--- config.mk ---
export PLATFORM = sky130hd
export DESIGN_NAME = block_memory_retrieval
export DESIGN_NICKNAME = d
export VERILOG_FILES = /design/src/rtl/block_memory_retrieval.sv
export SDC_FILE = /design/constraint.sdc
export NUM_CORES = 1
export LEC_CHECK = 0
export ABC_CLOCK_PERIOD_IN_PS = 1700
export BUFFER_PORTS_ARGS = -buffer_cell sky130_fd_sc_hd__buf_2
export CELL_PAD_IN_SITES_DETAIL_PLACEMENT = 0
export CELL_PAD_IN_SITES_GLOBAL_PLACEMENT = 1
export CORE_MARGIN = 2
export CORE_UTILIZATION = 32
export DETAILED_ROUTE_END_ITERATION = 10
export PLACE_DENSITY = 0.76
export SYNTH_ARGS = -nofsm -noshare
export SYNTH_HDL_FRONTEND = slang
export SYNTH_SLANG_ARGS = --single-unit
--- constraint.sdc ---
create_clock -name clock -period 1.7 [get_ports clock]
set_input_delay 0.34 -clock clock [delete_from_list [all_inputs] [get_ports clock]]
set_output_delay 0.34 -clock clock [all_outputs]
set_load 0.01 [all_outputs]
--- src/rtl/block_memory_retrieval.sv ---
// Read-side companion to the SSID hit storage: walks HNM, HCM and HLM
// on port A for one queried SSID, then streams its stored hit words.
//
// Ports:
//   clock, reset          sole clock, synchronous active-high reset
//   storageReady          low while the storage block clears or writes
//   requestValid/Ready    query handshake, requestSSID is the query
//   hnmAddress/hnmData    HNM port-A read (row address, hit-flag row)
//   hcmAddress/hcmData    HCM port-A read ({HLM address, count})
//   hlmAddress/hlmData    HLM port-A read (packed hit slots)
//   hitValid/hitReady     output beat handshake
//   hitInfo               hit word, oldest first
//   hitLast               final beat of the query
//   hitEmpty              beat carries no hit (miss, zero count, abort)

module block_memory_retrieval #(
   parameter int SSIDBITS         = 12,
   parameter int COLINDEXBITS_HNM = 4,
   parameter int ROWINDEXBITS_HNM = 8,
   parameter int ROWINDEXBITS_HLM = 8,
   parameter int MAXHITNBITS      = 3,
   parameter int NCOLS_HCM        = 11,
   parameter int HITINFOBITS      = 8,
   parameter int NCOLS_HLM        = 56
) (
   input  logic                        clock,
   input  logic                        reset,
   input  logic                        storageReady,
   input  logic                        requestValid,
   output logic                        requestReady,
   input  logic [SSIDBITS-1:0]         requestSSID,
   output logic [ROWINDEXBITS_HNM-1:0] hnmAddress,
   input  logic [(2**COLINDEXBITS_HNM)-1:0] hnmData,
   output logic [SSIDBITS-1:0]         hcmAddress,
   input  logic [NCOLS_HCM-1:0]        hcmData,
   output logic [ROWINDEXBITS_HLM-1:0] hlmAddress,
   input  logic [NCOLS_HLM-1:0]        hlmData,
   output logic                        hitValid,
   input  logic                        hitReady,
   output logic [HITINFOBITS-1:0]      hitInfo,
   output logic                        hitLast,
   output logic                        hitEmpty
);

   localparam int NSLOTS = NCOLS_HLM / HITINFOBITS;
   localparam logic [MAXHITNBITS-1:0] MAXN = MAXHITNBITS'(NSLOTS);

   typedef enum logic [2:0] {
      IDLE,
      READ,
      CHECK,
      HLM_READ,
      HLM_LOAD,
      EMIT,
      EMPTY
   } state_t;

   state_t state, nextState;

   logic [COLINDEXBITS_HNM-1:0] column;
   logic [MAXHITNBITS-1:0]      hitCount;
   logic [MAXHITNBITS-1:0]      slot;
   logic [NCOLS_HLM-1:0]        hitWord;

   logic                        accept;
   logic                        hnmBit;
   logic [MAXHITNBITS-1:0]      hcmCount;
   logic [MAXHITNBITS-1:0]      clampedCount;
   logic [ROWINDEXBITS_HLM-1:0] hcmHlmAddress;

   assign accept        = requestValid && requestReady;
   assign hnmBit        = hnmData[column];
   assign hcmCount      = hcmData[MAXHITNBITS-1:0];
   assign hcmHlmAddress = hcmData[MAXHITNBITS +: ROWINDEXBITS_HLM];
   assign clampedCount  = (hcmCount > MAXN) ? MAXN : hcmCount;

   always_comb begin
      nextState    = state;
      requestReady = 1'b0;
      hitValid     = 1'b0;
      hitInfo      = '0;
      hitLast      = 1'b0;
      hitEmpty     = 1'b0;
      unique case (state)
         IDLE: begin
            requestReady = storageReady && !reset;
            if (accept) nextState = READ;
         end
         READ:
            nextState = storageReady ? CHECK : EMPTY;
         CHECK: begin
            if (!storageReady || !hnmBit || hcmCount == '0)
               nextState = EMPTY;
            else
               nextState = HLM_READ;
         end
         HLM_READ:
            nextState = storageReady ? HLM_LOAD : EMPTY;
         HLM_LOAD:
            nextState = storageReady ? EMIT : EMPTY;
         EMIT: begin
            hitValid = 1'b1;
            hitInfo  = hitWord[slot*HITINFOBITS +: HITINFOBITS];
            hitLast  = (slot == '0);
            if (hitReady && slot == '0) nextState = IDLE;
         end
         EMPTY: begin
            hitValid = 1'b1;
            hitEmpty = 1'b1;
            hitLast  = 1'b1;
            if (hitReady) nextState = IDLE;
         end
         default:
            nextState = IDLE;
      endcase
   end

   always_ff @(posedge clock) begin
      if (reset) begin
         state      <= IDLE;
         column     <= '0;
         hnmAddress <= '0;
         hcmAddress <= '0;
         hlmAddress <= '0;
         hitCount   <= '0;
         slot       <= '0;
         hitWord    <= '0;
      end else begin
         state <= nextState;
         if (state == IDLE && accept) begin
            column     <= requestSSID[COLINDEXBITS_HNM-1:0];
            hnmAddress <= requestSSID[SSIDBITS-1 -: ROWINDEXBITS_HNM];
            hcmAddress <= requestSSID;
         end
         if (state == CHECK && nextState == HLM_READ) begin
            hlmAddress <= hcmHlmAddress;
            hitCount   <= clampedCount;
         end
         // Slot 0 is the newest hit, so start from the highest
         // occupied slot to emit oldest first.
         if (state == HLM_LOAD) begin
            hitWord <= hlmData;
            slot    <= hitCount - 1'b1;
         end
         if (state == EMIT && hitReady && slot != '0)
            slot <= slot - 1'b1;
      end
   end

endmodule

## Word level (Yosys, flattened, before mapping)

Cells that the tools add are included.

- Word-level logic and storage cells: 56
- Register bits after elaboration: 97
- Memory bits (writable): 0
- Memory bits (read-only): 0
- Memories kept: 0
- Latch bits: 0
- Output and inout bits: 40

- Muxes and demuxes: 18
- Eq/ne operators: 7
- Bitwise logic cells: 0
- $mul: 0
- Add/sub/neg operators: 2
- Divide/modulo/power cells: 0
- Shifts and indexed selects: 1
- Order comparisons: 2
- Reduce and logical (&&, ||, !) cells: 18

Operator list:

| kind | number |
|---|---|
| indexed part select 56 x 7 -> 8 bit | 1 |
| two-way mux 3 bit | 8 |
| case mux 3 bit (7 select lines) | 1 |
| == test 3 x 2 -> 1 bit, second input constant | 3 |
| == test 3 bit, second input constant | 3 |
| logical NOT 3 bit | 3 |
| two-way mux 8 bit | 1 |
| logical AND 1 bit | 7 |
| subtractor 3 x 1 -> 3 bit, second input constant | 2 |
| < comparator 4 x 5 -> 1 bit, second input constant | 1 |
| binary-select mux 1 bit (select 4 bit) | 1 |
| two-way mux 1 bit | 4 |
| two-way mux 2 bit | 2 |
| == test 3 x 1 -> 1 bit, second input constant | 1 |
| greater-than comparator 3 bit, second input constant | 1 |
| logical NOT 1 bit | 3 |
| nonzero test 3 bit | 1 |
| logical OR 1 bit | 2 |
| case mux 1 bit (2 select lines) | 1 |
| nonzero test 2 bit | 1 |
| OR reduction 2 bit | 1 |

## Longest topological paths before layout

- Word-level depth: 9
- Gate-level depth with buffers: 9

## Worst setup path before layout

OpenSTA, ideal clock, no wires.

- Kind: register to register
- Start: reg hcmAddress[0] (netlist name)
- End: reg hitCount[0]
- Cell stages (with the launch flop): 8
- Arrival: 1.768 ns
- Slack: -0.140 ns
- Required time: 1.628 ns
- Path through: dfxtp_1 > buf_6 > mux2_2 > or3_1 > nand4_1 > a2111o_1 > buf_6 > mux2i_1

RTL lines:

| what | RTL line | text |
|---|---|---|
| to (signal assigned) | 137 | `hitCount <= clampedCount;` |
| to (decl) | 61 | `logic [MAXHITNBITS-1:0] hitCount;` |

## Worst setup path after layout

- Start: reg slot[0]
- End: out hitLast

- Longest elaborated chain between the ends: 2

RTL lines:

| what | RTL line | text |
|---|---|---|
| from (decl) | 62 | `logic [MAXHITNBITS-1:0] slot;` |
| from (signal assigned) | 143 | `slot <= hitCount - 1'b1;` |
| from (signal assigned) | 146 | `slot <= slot - 1'b1;` |
| logical NOT 3 bit | 104 | `hitLast = (slot == '0);` |
| case mux 1 bit (2 select lines) | 84 | `unique case (state)` |
| to (decl) | 41 | `output logic hitLast,` |

Every way passes these cells.

==> flow_summary.toml <==
[sta]
worst_slack_ns = -0.2932
fin_tns_setup_ns = -2.499
tightest_slew_ns = 0.6257
rsz0062_at_grt = "yes"
max-slew-margin-rel_pct = 58.28
hold_slack_ns = 0.2388
fmax_ghz = 0.5017
fin_skew_ns = 0.006420
slew_violations = 0
post-route-period-util_pct = 117.2
hold_viol_final = 0
finalSetupViolCount = 15
post-route-min-period_ns = 1.993

[synth]
yosysUniqueCellTypes = 35
yosys.area.top_type = "dfxtp_1"
ys_warn_count = 0
seq_area_frac_synth_pct = 42.47
syn-num-nets = 590
ys_ff_latch = 85
ys.flop_type = "dfxtp_1"
syn_inst = 489
synth_area_mm2 = 0.004006
synthTopCellsByArea = "dfxtp_1, nand2_1, mux2i_1"
synth.avg_cell_area_um2 = 8.193
netlist.area_leader.share_pct = 42.47
synth_edf_count = 0
synth-async-reset-ratio_pct = 0

[run_status]
status = "finished with violations"
violations = "negative setup slack"

[finish]
layout_commonest_cell = "buf_2"
synthToLayoutAreaGrowth_pct = 37.32
num_antenna_cells = 0
fin_nets = 723
mostFrequentLayoutCells = "buf_2, nand2_1, dfxtp_1"
drive_above_1_share_pct = 37.96

[drt]
wire_per_inst_um = 14.49
antenna_left = 0
drt_iter0_drc = 221
drc = 0
vias = 3836
finalWirelength_mm = 11.52
viasPerCell = 4.825
first_pass_iters = 4

[critical_path]
worstSetupPathType = "flop to output pin"
rr_endpoint = "slot[1]"
worst_setup_path_start_kind = "flop"
crit_arrival_ns = 1.65
reg2reg_slack_ns = -0.05
r2r_start = "slot[0]"
crit_end = "hitLast"
cp.required_ns = 1.36
cp_max_fo = 4
ff2ff_path_depth = 8
critPathCaptureType = "output pin"
crit_start = "slot[0]"

[power]
pwr_density_cell_mw_per_mm2 = 1138
p_leak_nw = 2.357
finalPower_mw = 6.261
ir_drop_mv = 0.5273

[die]
core-area_mm2 = 0.01211
die_w_um = 115.9
io_pins = 140
dieArea_mm2 = 0.01343
initial_core_util_pct = 33.08
dieHeight_um = 115.9
rows = 40

[hold_path]
min_path_type = "input pin to flop"
hold_depth = 3

[grt]
grt_use_total_pct = 17.52
grt_pass1_vias = 3722
overflow = 0
grt_pass1_wl_mm = 18.57
grt_max_degree = 61
antenna_found_initial = 0

[clock_network]
cts_tree = "yes"
ctsHoldBuffers = 0
cts_buffer_depth = 2
cts.sinks = 85
cts-root-buf = "clkbuf_16"
numCtsBuffers = 9
insertion_delay_ns = 0.34
h-tree-depth = 3
clkSlewWorstSetupHoldPaths_ns = 0.07

[placement]
gp_congestion = 0.8216
io_buffer_count = 139
place_ws_ns = -0.04042
hpwl_mm = 8.238

[job]
cap_violations = 0
==> critical path: stages, from the launching register on <==
cell and delay (ns):
dfxtp_4 0.39, buf_4 0.16, or3_4 0.37, buf_4 0.15, o21ai_1 0.11, buf_2 0.15
==> how the worst min path moves through the flow <==
stage,to,slack [ns],from
4_1_cts,hitWord[11],0.23,hlmData[11]
6_report,hnmAddress[3],0.24,requestSSID[7]
3_3_place_gp,hitWord[29],0.44,hitWord[29]
2_1_floorplan,hitWord[10],0.43,hitWord[10]
3_5_place_dp,hitWord[7],0.44,hitWord[7]
5_1_grt,hitWord[38],0.24,hlmData[38]
==> repair_timing <==
action / in CTS / in global routing
buffers inserted: 4 / 0
pin swaps: 9 / 8
endpoints found under the setup margin: 24 / 25
gates cloned: 2 / 1
resized for setup: 38 / 17
==> cell families (layout without fill, tap and decap cells) <==
logic type / after synthesis / after routing / share of synthesized area, %
buffers and inverters: 51 / 188 / 6.059
flip-flops: 85 / 85 / 42.47
AND/OR/NAND/NOR: 196 / 197 / 21.92
multiplexers: 56 / 56 / 14.52
AO/OA/AOI/OAI: 100 / 100 / 14.71
adder cells (fa/ha/maj): 1 / 1 / 0.3123
==> sequential cells by signal, indices dropped and copies added (netlist names) <==
name and flops:
hcmAddress 4, state 3, hitWord 56, slot 3
hnmAddress 8, hlmAddress 8, hitCount 3
==> cells in the mapped netlist, types with 9 or more instances <==
cell type / n
a21oi_1: 63
clkbuf_1: 32
dfxtp_1: 85
mux2_2: 17
mux2i_1: 39
nand2_1: 118
nand2b_1: 25
nand3b_1: 11
nor2_1: 27
o211ai_1: 9
==> final cells by class <==
| type | instances | area, um2 |
|---|---|---|
| timing repair buffer | 168 | 1021 |
| clock buffer | 9 | 225.2 |
| fill | 1250 | 6610 |
| tap | 168 | 210.2 |
| sequential | 85 | 1722 |
| clock inverter | 7 | 81.33 |
| multi-input combinational | 354 | 2227 |
| inverter | 4 | 15.01 |
==> power breakdown <==
part / internal [mW] / total, mW / switching (mW) / leakage (nW)
Sequential: 2.22 / 2.41 / 0.190 / 0.694
Clock: 1.16 / 2.00 / 0.843 / 0.152
Combinational: 0.903 / 1.85 / 0.943 / 1.51
==> per-stage QoR <==
stage,area (um2),cells,util (%)
after floorplan,4020,489,-
after global placement,4920,772,40.62
after detailed placement,4920,772,40.62
after CTS,5449,794,44.99
after global routing,5502,795,45.42
final,5502,795,45.42
==> metal layers <==
| layer | track usage (%) | vias to the layer above | part of all wire [%] |
|---|---|---|---|
| met2 | 28.54 | 106 | 48 |
| met1 | 23.74 | 1788 | 45 |
| met4 | 5.317 | 0 | 1.4 |
| li1 | - | 1928 | - |
| met3 | 3.138 | 14 | 5.8 |
| met5 | 0 | - | 0 |
(Power assumes the default switching activity.)
